===== config.mk =====
export PLATFORM = sky130hd
export DESIGN_NAME = compare_sequencer
export DESIGN_NICKNAME = d
export VERILOG_FILES = /design/src/rtl/compare_sequencer.sv
export SDC_FILE = /design/constraint.sdc
export NUM_CORES = 1
export LEC_CHECK = 0
export CAP_MARGIN = 20
export CORE_MARGIN = 3
export CORE_UTILIZATION = 54
export DETAILED_ROUTE_END_ITERATION = 8
export PLACE_DENSITY = 0.82
export SLEW_MARGIN = 20
export SYNTH_ARGS = -nofsm -noshare
export SYNTH_HDL_FRONTEND = slang
export SYNTH_SLANG_ARGS = --single-unit

===== constraint.sdc =====
create_clock -name clk -period 4.17 [get_ports clk]
set_input_delay 0.6255 -clock clk [delete_from_list [all_inputs] [get_ports clk]]
set_output_delay 0.6255 -clock clk [all_outputs]
set_load 0.03 [all_outputs]

===== src/rtl/compare_sequencer.sv =====
`default_nettype none
// ============================================================================
// Module      : compare_sequencer
// Description : Serial unsigned magnitude comparator. Operands are captured
//               on an accepted start and compared one bit per cycle, MSB
//               first. The first differing bit decides the result.
// Revision    : 1.0 - initial release
// ----------------------------------------------------------------------------
// Ports
//   clk          : clock, rising edge
//   rst_n        : asynchronous active-low reset
//   start        : compare request, sampled only in IDLE
//   input1       : operand A (WIDTH bits)
//   input2       : operand B (WIDTH bits)
//   busy         : high while scanning
//   done         : one-cycle pulse when eq/gt/lt are freshly valid
//   eq / gt / lt : A==B / A>B / A<B (unsigned), held until the next done
// Configuration
//   COMPARE_SEQUENCER_EARLY_EXIT_EN : when defined, the scan stops on the
//                                     first differing bit.
// ============================================================================
module compare_sequencer #(
  parameter int WIDTH = 8
) (
  input  logic             clk,
  input  logic             rst_n,
  input  logic             start,
  input  logic [WIDTH-1:0] input1,
  input  logic [WIDTH-1:0] input2,
  output logic             busy,
  output logic             done,
  output logic             eq,
  output logic             gt,
  output logic             lt
);

  localparam int         c_IW      = (WIDTH > 1) ? $clog2(WIDTH) : 1;
  localparam logic [c_IW-1:0] c_IDX_MSB = c_IW'(WIDTH - 1);

  localparam logic [1:0] c_IDLE = 2'd0;
  localparam logic [1:0] c_SCAN = 2'd1;
  localparam logic [1:0] c_DONE = 2'd2;

  logic [1:0]       r_state;
  logic [1:0]       w_state_nxt;
  logic [WIDTH-1:0] r_a;
  logic [WIDTH-1:0] r_b;
  logic [c_IW-1:0]  r_idx;
  logic             r_flag;
  logic             r_fgt;
  logic             r_flt;

  logic             w_bit_a;
  logic             w_bit_b;
  logic             w_diff;
  logic             w_first;
  logic             w_last;
  logic             w_res_flag;
  logic             w_res_gt;
  logic             w_res_lt;

  assign w_bit_a = r_a[r_idx];
  assign w_bit_b = r_b[r_idx];
  assign w_diff  = w_bit_a ^ w_bit_b;
  // Only the first differing bit may set the sticky flag.
  assign w_first = w_diff & ~r_flag;

`ifdef COMPARE_SEQUENCER_EARLY_EXIT_EN
  assign w_last = (r_idx == '0) | w_first;
`else
  assign w_last = (r_idx == '0);
`endif

  // Result as it stands after evaluating the current bit; used so the
  // outputs reflect a difference found in the very cycle SCAN ends.
  assign w_res_flag = r_flag | w_diff;
  assign w_res_gt   = r_flag ? r_fgt : w_bit_a;
  assign w_res_lt   = r_flag ? r_flt : w_bit_b;

  // State register
  always_ff @(posedge clk or negedge rst_n) begin
    if (!rst_n) begin
      r_state <= c_IDLE;
    end else begin
      r_state <= w_state_nxt;
    end
  end

  // Next-state logic
  always_comb begin
    w_state_nxt = r_state;
    case (r_state)
      c_IDLE:  if (start)  w_state_nxt = c_SCAN;
      c_SCAN:  if (w_last) w_state_nxt = c_DONE;
      c_DONE:  w_state_nxt = c_IDLE;
      default: w_state_nxt = c_IDLE;
    endcase
  end

  // Output logic
  always_comb begin
    busy = (r_state == c_SCAN);
    done = (r_state == c_DONE);
  end

  // Datapath: shadow operands, bit index, sticky difference and results
  always_ff @(posedge clk or negedge rst_n) begin
    if (!rst_n) begin
      r_a    <= '0;
      r_b    <= '0;
      r_idx  <= '0;
      r_flag <= 1'b0;
      r_fgt  <= 1'b0;
      r_flt  <= 1'b0;
      eq     <= 1'b0;
      gt     <= 1'b0;
      lt     <= 1'b0;
    end else begin
      if ((r_state == c_IDLE) && start) begin
        r_a    <= input1;
        r_b    <= input2;
        r_idx  <= c_IDX_MSB;
        r_flag <= 1'b0;
        r_fgt  <= 1'b0;
        r_flt  <= 1'b0;
      end else if (r_state == c_SCAN) begin
        if (w_first) begin
          r_flag <= 1'b1;
          r_fgt  <= w_bit_a;
          r_flt  <= w_bit_b;
        end
        if (r_idx != '0) begin
          r_idx <= r_idx - 1'b1;
        end
        if (w_last) begin
          eq <= ~w_res_flag;
          gt <= w_res_flag & w_res_gt;
          lt <= w_res_flag & w_res_lt;
        end
      end
    end
  end

endmodule
`default_nettype wire


---- Word level (Yosys, flattened, before mapping) ----
Index checks and enable logic that the tools add are counted.
storage, ports and cells
  flip-flop bits (word level) ............. 27
  bits of input ports ..................... 19
  output and inout bits ................... 5
  logic and storage cells ................. 56
cells by class
  add/subtract/negate cells ............... 1
  magnitude comparators ................... 1
  equality and inequality tests ........... 4
  mux-type cells .......................... 21
  bitwise gates (word level) .............. 8
  reductions and logical operators ........ 11
operators by type and width
  operator                                                                      count
  1-bit two-way mux                                                             13
  3-bit two-way mux                                                             3
  1-bit binary-select mux with 3-bit select                                     2
  2-bit AND reduction                                                           3
  2-bit nonzero test                                                            3
  3-bit by 4-bit less-than comparator with 1-bit output, second input constant  1
  2-bit two-way mux                                                             2
  2-bit case mux with 2 select lines                                            1
  1-bit AND                                                                     3
  3-bit logical NOT                                                             1
  1-bit inverter                                                                3
  3-bit AND reduction                                                           1
  3-bit nonzero test                                                            1
  3-bit by 1-bit subtractor with 3-bit output, second input constant            1
  2-bit by 1-bit equality test with 1-bit output, second input constant         1
  2-bit equality test, second input constant                                    1
  2-bit logical NOT                                                             1
  2-bit by 1-bit inequality test with 1-bit output, second input constant       1
  2-bit inequality test, second input constant                                  1
  1-bit logical AND                                                             1
  1-bit bitwise OR                                                              1
  1-bit bitwise XOR                                                             1

---- Longest topological paths before layout ----
  word-level depth ........................ 7
  gate-level depth with buffers ........... 7
  depth with buffers taken out ............ 6

---- Worst setup path after synthesis ----
OpenSTA, ideal clock, no wires.
  path type ............................... reg-to-reg
  start point ............................. register r_idx[0]
  end point ............................... register gt
  setup time .............................. 82 ps
  arrival ................................. 1711 ps
  setup slack ............................. 2377 ps
  stages on the path, launching flop included .. 6
  path buffers ............................ 1
  clock period less this slack ............ 1793 ps
  path through ............................ dfrtp_1 buf_6 mux4_1 mux2i_4 or3b_1 a31oi_1
between the ends
  word-level cells in the longest chain between the ends .. 5
  elaborated cells between the ends (all ways) .. 10
  those cells by class .................... 5 x mux; 3 x bitwise; 2 x reduce/logical
ends and longest elaborated chain
  element                                                              RTL line  RTL
  from (decl)                                                          48        logic [c_IW-1:0] r_idx;
  from (signal assigned)                                               122       r_idx <= c_IDX_MSB;
  from (signal assigned)                                               133       r_idx <= r_idx - 1'b1;
  1-bit binary-select mux with 3-bit select, on equally long branches  62, 63
  1-bit two-way mux, on equally long branches                          62, 63
  1-bit bitwise XOR                                                    64        assign w_diff = w_bit_a ^ w_bit_b;
  1-bit bitwise OR                                                     76        assign w_res_flag = r_flag | w_diff;
  1-bit AND                                                            137       gt <= w_res_flag & w_res_gt;
  to (signal assigned)                                                 137
  to (decl)                                                            33        output logic gt,
Parallel ways exist; a longest one is shown, timed or not. The select of a mux whose other input is x is not followed.
A chain may end at the register's enable or synchronous reset.

---- Worst setup path in the final report ----
  start point ............................. register r_state[1]
  end point ............................... output busy
between the ends
  word-level cells in the longest chain between the ends .. 1
ends and longest elaborated chain
  element                                         RTL line  RTL
  from (decl)                                     44        logic [1:0] r_state;
  from (signal assigned)                          83        r_state <= c_IDLE;
  from (signal assigned)                          85        r_state <= w_state_nxt;
  2-bit by 1-bit equality test with 1-bit output  102       busy = (r_state == c_SCAN);
  to (decl)                                       30        output logic busy,
Every way passes these cells.

==> metrics <==
Max Fclk=406 MHz; max_slew headroom=51.7%; hpwl dp=1.67 mm; crit-path cells=nand2b_1, inv_2, clkdlybuf4s50_1; CORE AREA=2230 µm²; Residual DRC=0; CP required=3.54 ns; DRT Pass-1 Iters=4; Worst Path Arrival=1.84 ns; Yosys warnings=0; Clk Latency, worst-skew pair=0.34 ns; CTS tree=done; vias in the first global route=932; Routed Wire Length=2.35 mm; worst setup path category=reg2out; Congestion Overflow GR=0; period utilisation layout=59.1%; register area share after synthesis=52.2%; Cell Pwr Density=755 nW/µm²; Yosys cell types=32; maximum VDD drop=around 0.48 mV; Tot GR Track Use=18.7%; die height=55.0 µm; Async SR Flop Fraction=100%; initial antenna violation count=0; routability cong.=~0.79; Clock Skews=0.00395 ns; first-pass GRT wire length=3.94 mm; average wire per standard cell=13.2 µm; die extent in x=55.0 µm; P_leak=0.000738 µW; CTS H-tree depth=1; Setup WS pre-CTS=about 1.8 ns; cts repair resizes=0; R2R Path Start=r_idx[0]; pin count of the biggest net entering global routing=28; crit path time final=2.46 ns; worst min-delay path class=reg2reg; layout cells sized above 1=8.00%; crit end category=output pin; actual slew at the worst max-slew pin=0.724 ns; Post-Syn Area=1290 µm²; Worst Setup Start Kind=flop; final setup vio count=0; Placed Cells=174; clock-pin slew reported for the worst setup and hold paths after clock tree synthesis=0.15 ns; deepest clock path buffer count=2; post-CTS setup buffer count=0; hold_buf cts=0; most common cell after layout, fill and taps aside=nand2_1; via count=around 940; RSZ-0062 raised after global routing=false; commonest cells after routing, fill and taps aside=nand2_1 (56), dfrtp_1 (27), clkdlybuf4s50_1 (23); Initial Util=58.0%; reg2reg setup slack=approximately 2.2 ns; clk root buf=clkbuf_4; # nets final=172; number of vias per cell=5.29; drt initial violations=13; number of max-cap violations=0; CP max stage delay=0.68 ns; Hold Path Origin=r_b[3]; main flop type after synthesis=dfrtp_1; # IOs=24; Max Transition Viols Final=0; Die Footprint=3020 µm²; outcome=completed; Worst Hold Path EP=r_b[3]; antenna-violating nets left=0; clk sinks=27; r2r endpoint=gt; Area growth syn-to-layout=20.4%; Synth top area share=52.2%; # rows=17; setup_tns=0 ns; Port Buf Inserts=23; CP max FO=7; Final WS setup=roughly 1.7 ns; ANT cells=0; Synth area leaders=dfrtp_1 (52%), nand2_1 (16%), mux4_1 (4.1%); EDFF count, synth=0; Yosys top cell by area=dfrtp_1; Slowest-stage cell, CP=clkdlybuf4s50_1; Synth Register Bits=27; Final Non-Filler Cells=178; worst hold stages=2; worst-case reg-to-reg path depth=4; cells after synthesis=approximately 130; Post-Syn Area per Cell=roughly 10 µm²; Mapped Nets=148; Num CTS Buffers=3; Fin. Hold Viols=0
==> stage by stage <==
step	total power (µW)	instance area [µm²]	hold WS (ns)	utilization, %
final	1180	1560	0.491	69.8
after floorplan	936	1290	0.330	-
after detailed placement	1060	1530	0.462	68.5
after global routing	1270	1560	0.521	69.8
after global placement	1030	1530	0.456	68.5
after CTS	1180	1560	0.498	69.8
==> power by group <==
part | switching, µW | internal (µW) | leakage [µW]
Clock | 83.3 | 36.8 | 0.0000139
Combinational | 310 | 274 | 0.000398
Sequential | 86.8 | 386 | 0.000326
Total | 481 | 697 | 0.000738
==> critical path: cells and delay by family (launching register included) <==
| family | cells | cell delay, ns |
|---|---|---|
| buf+inv | 2 | 0.81 |
| flops | 1 | 0.43 |
| simple gates | 1 | 0.26 |
==> area by class of cell <==
class | count | area, µm²
flip-flops and latches | 27 | 676
fillers | 185 | 674
multi-input cells | 91 | 561
repair buffers | 25 | 245
well taps | 28 | 35.0
clock buffers | 3 | 22.5
inverters | 3 | 12.5
clock inverters | 1 | 7.51
==> state kept, by name (all words and copies together), names as in the netlist <==
name / cells
r_a: 8
r_b: 8
r_idx: 3
r_state: 2
eq: 1
gt: 1
lt: 1
r_fgt: 1
r_flag: 1
r_flt: 1
==> synthesized netlist by cell type (2+ instances only) <==
| cell type | number |
|---|---|
| a31oi_1 | 2 |
| nand2b_1 | 2 |
| clkbuf_1 | 4 |
| mux4_2 | 2 |
| nor2_1 | 4 |
| dfrtp_1 | 27 |
| mux4_1 | 2 |
| nand2_1 | 56 |
| mux2i_4 | 2 |
| ha_1 | 2 |
| or3b_1 | 3 |
==> how the worst max path moves through the flow <==
stage	startpoint	slack, ns	endpoint
after global routing	r_state[1]	1.62	busy
after CTS	r_state[1]	1.71	busy
after global placement	start	1.86	r_fgt
final	r_state[1]	1.71	busy
after detailed placement	start	1.79	r_fgt
after floorplan	r_idx[0]	2.38	gt
==> logic make-up (layout without fill, tap and decap cells) <==
family,after synthesis,in the layout,share of synthesized area (%)
AO/OA/AOI/OAI,13,13,7.15
XOR/XNOR,2,2,1.35
adder cells (fa/ha/maj),2,2,1.93
buffers and inverters,9,32,4.54
flip-flops,27,27,52.2
multiplexers,6,6,11.0
AND/OR/NAND/NOR,68,68,21.8
==> per-layer routing <==
metal	GRT usage (%)	vias to the layer above	wire length (µm)
met5	0	-	0
met4	4.86	0	25
met3	4.83	4	120
met2	33.9	26	1190
met1	21.8	444	1020
li1	-	468	-
Note: power is estimated with default switching activity, not from simulation.
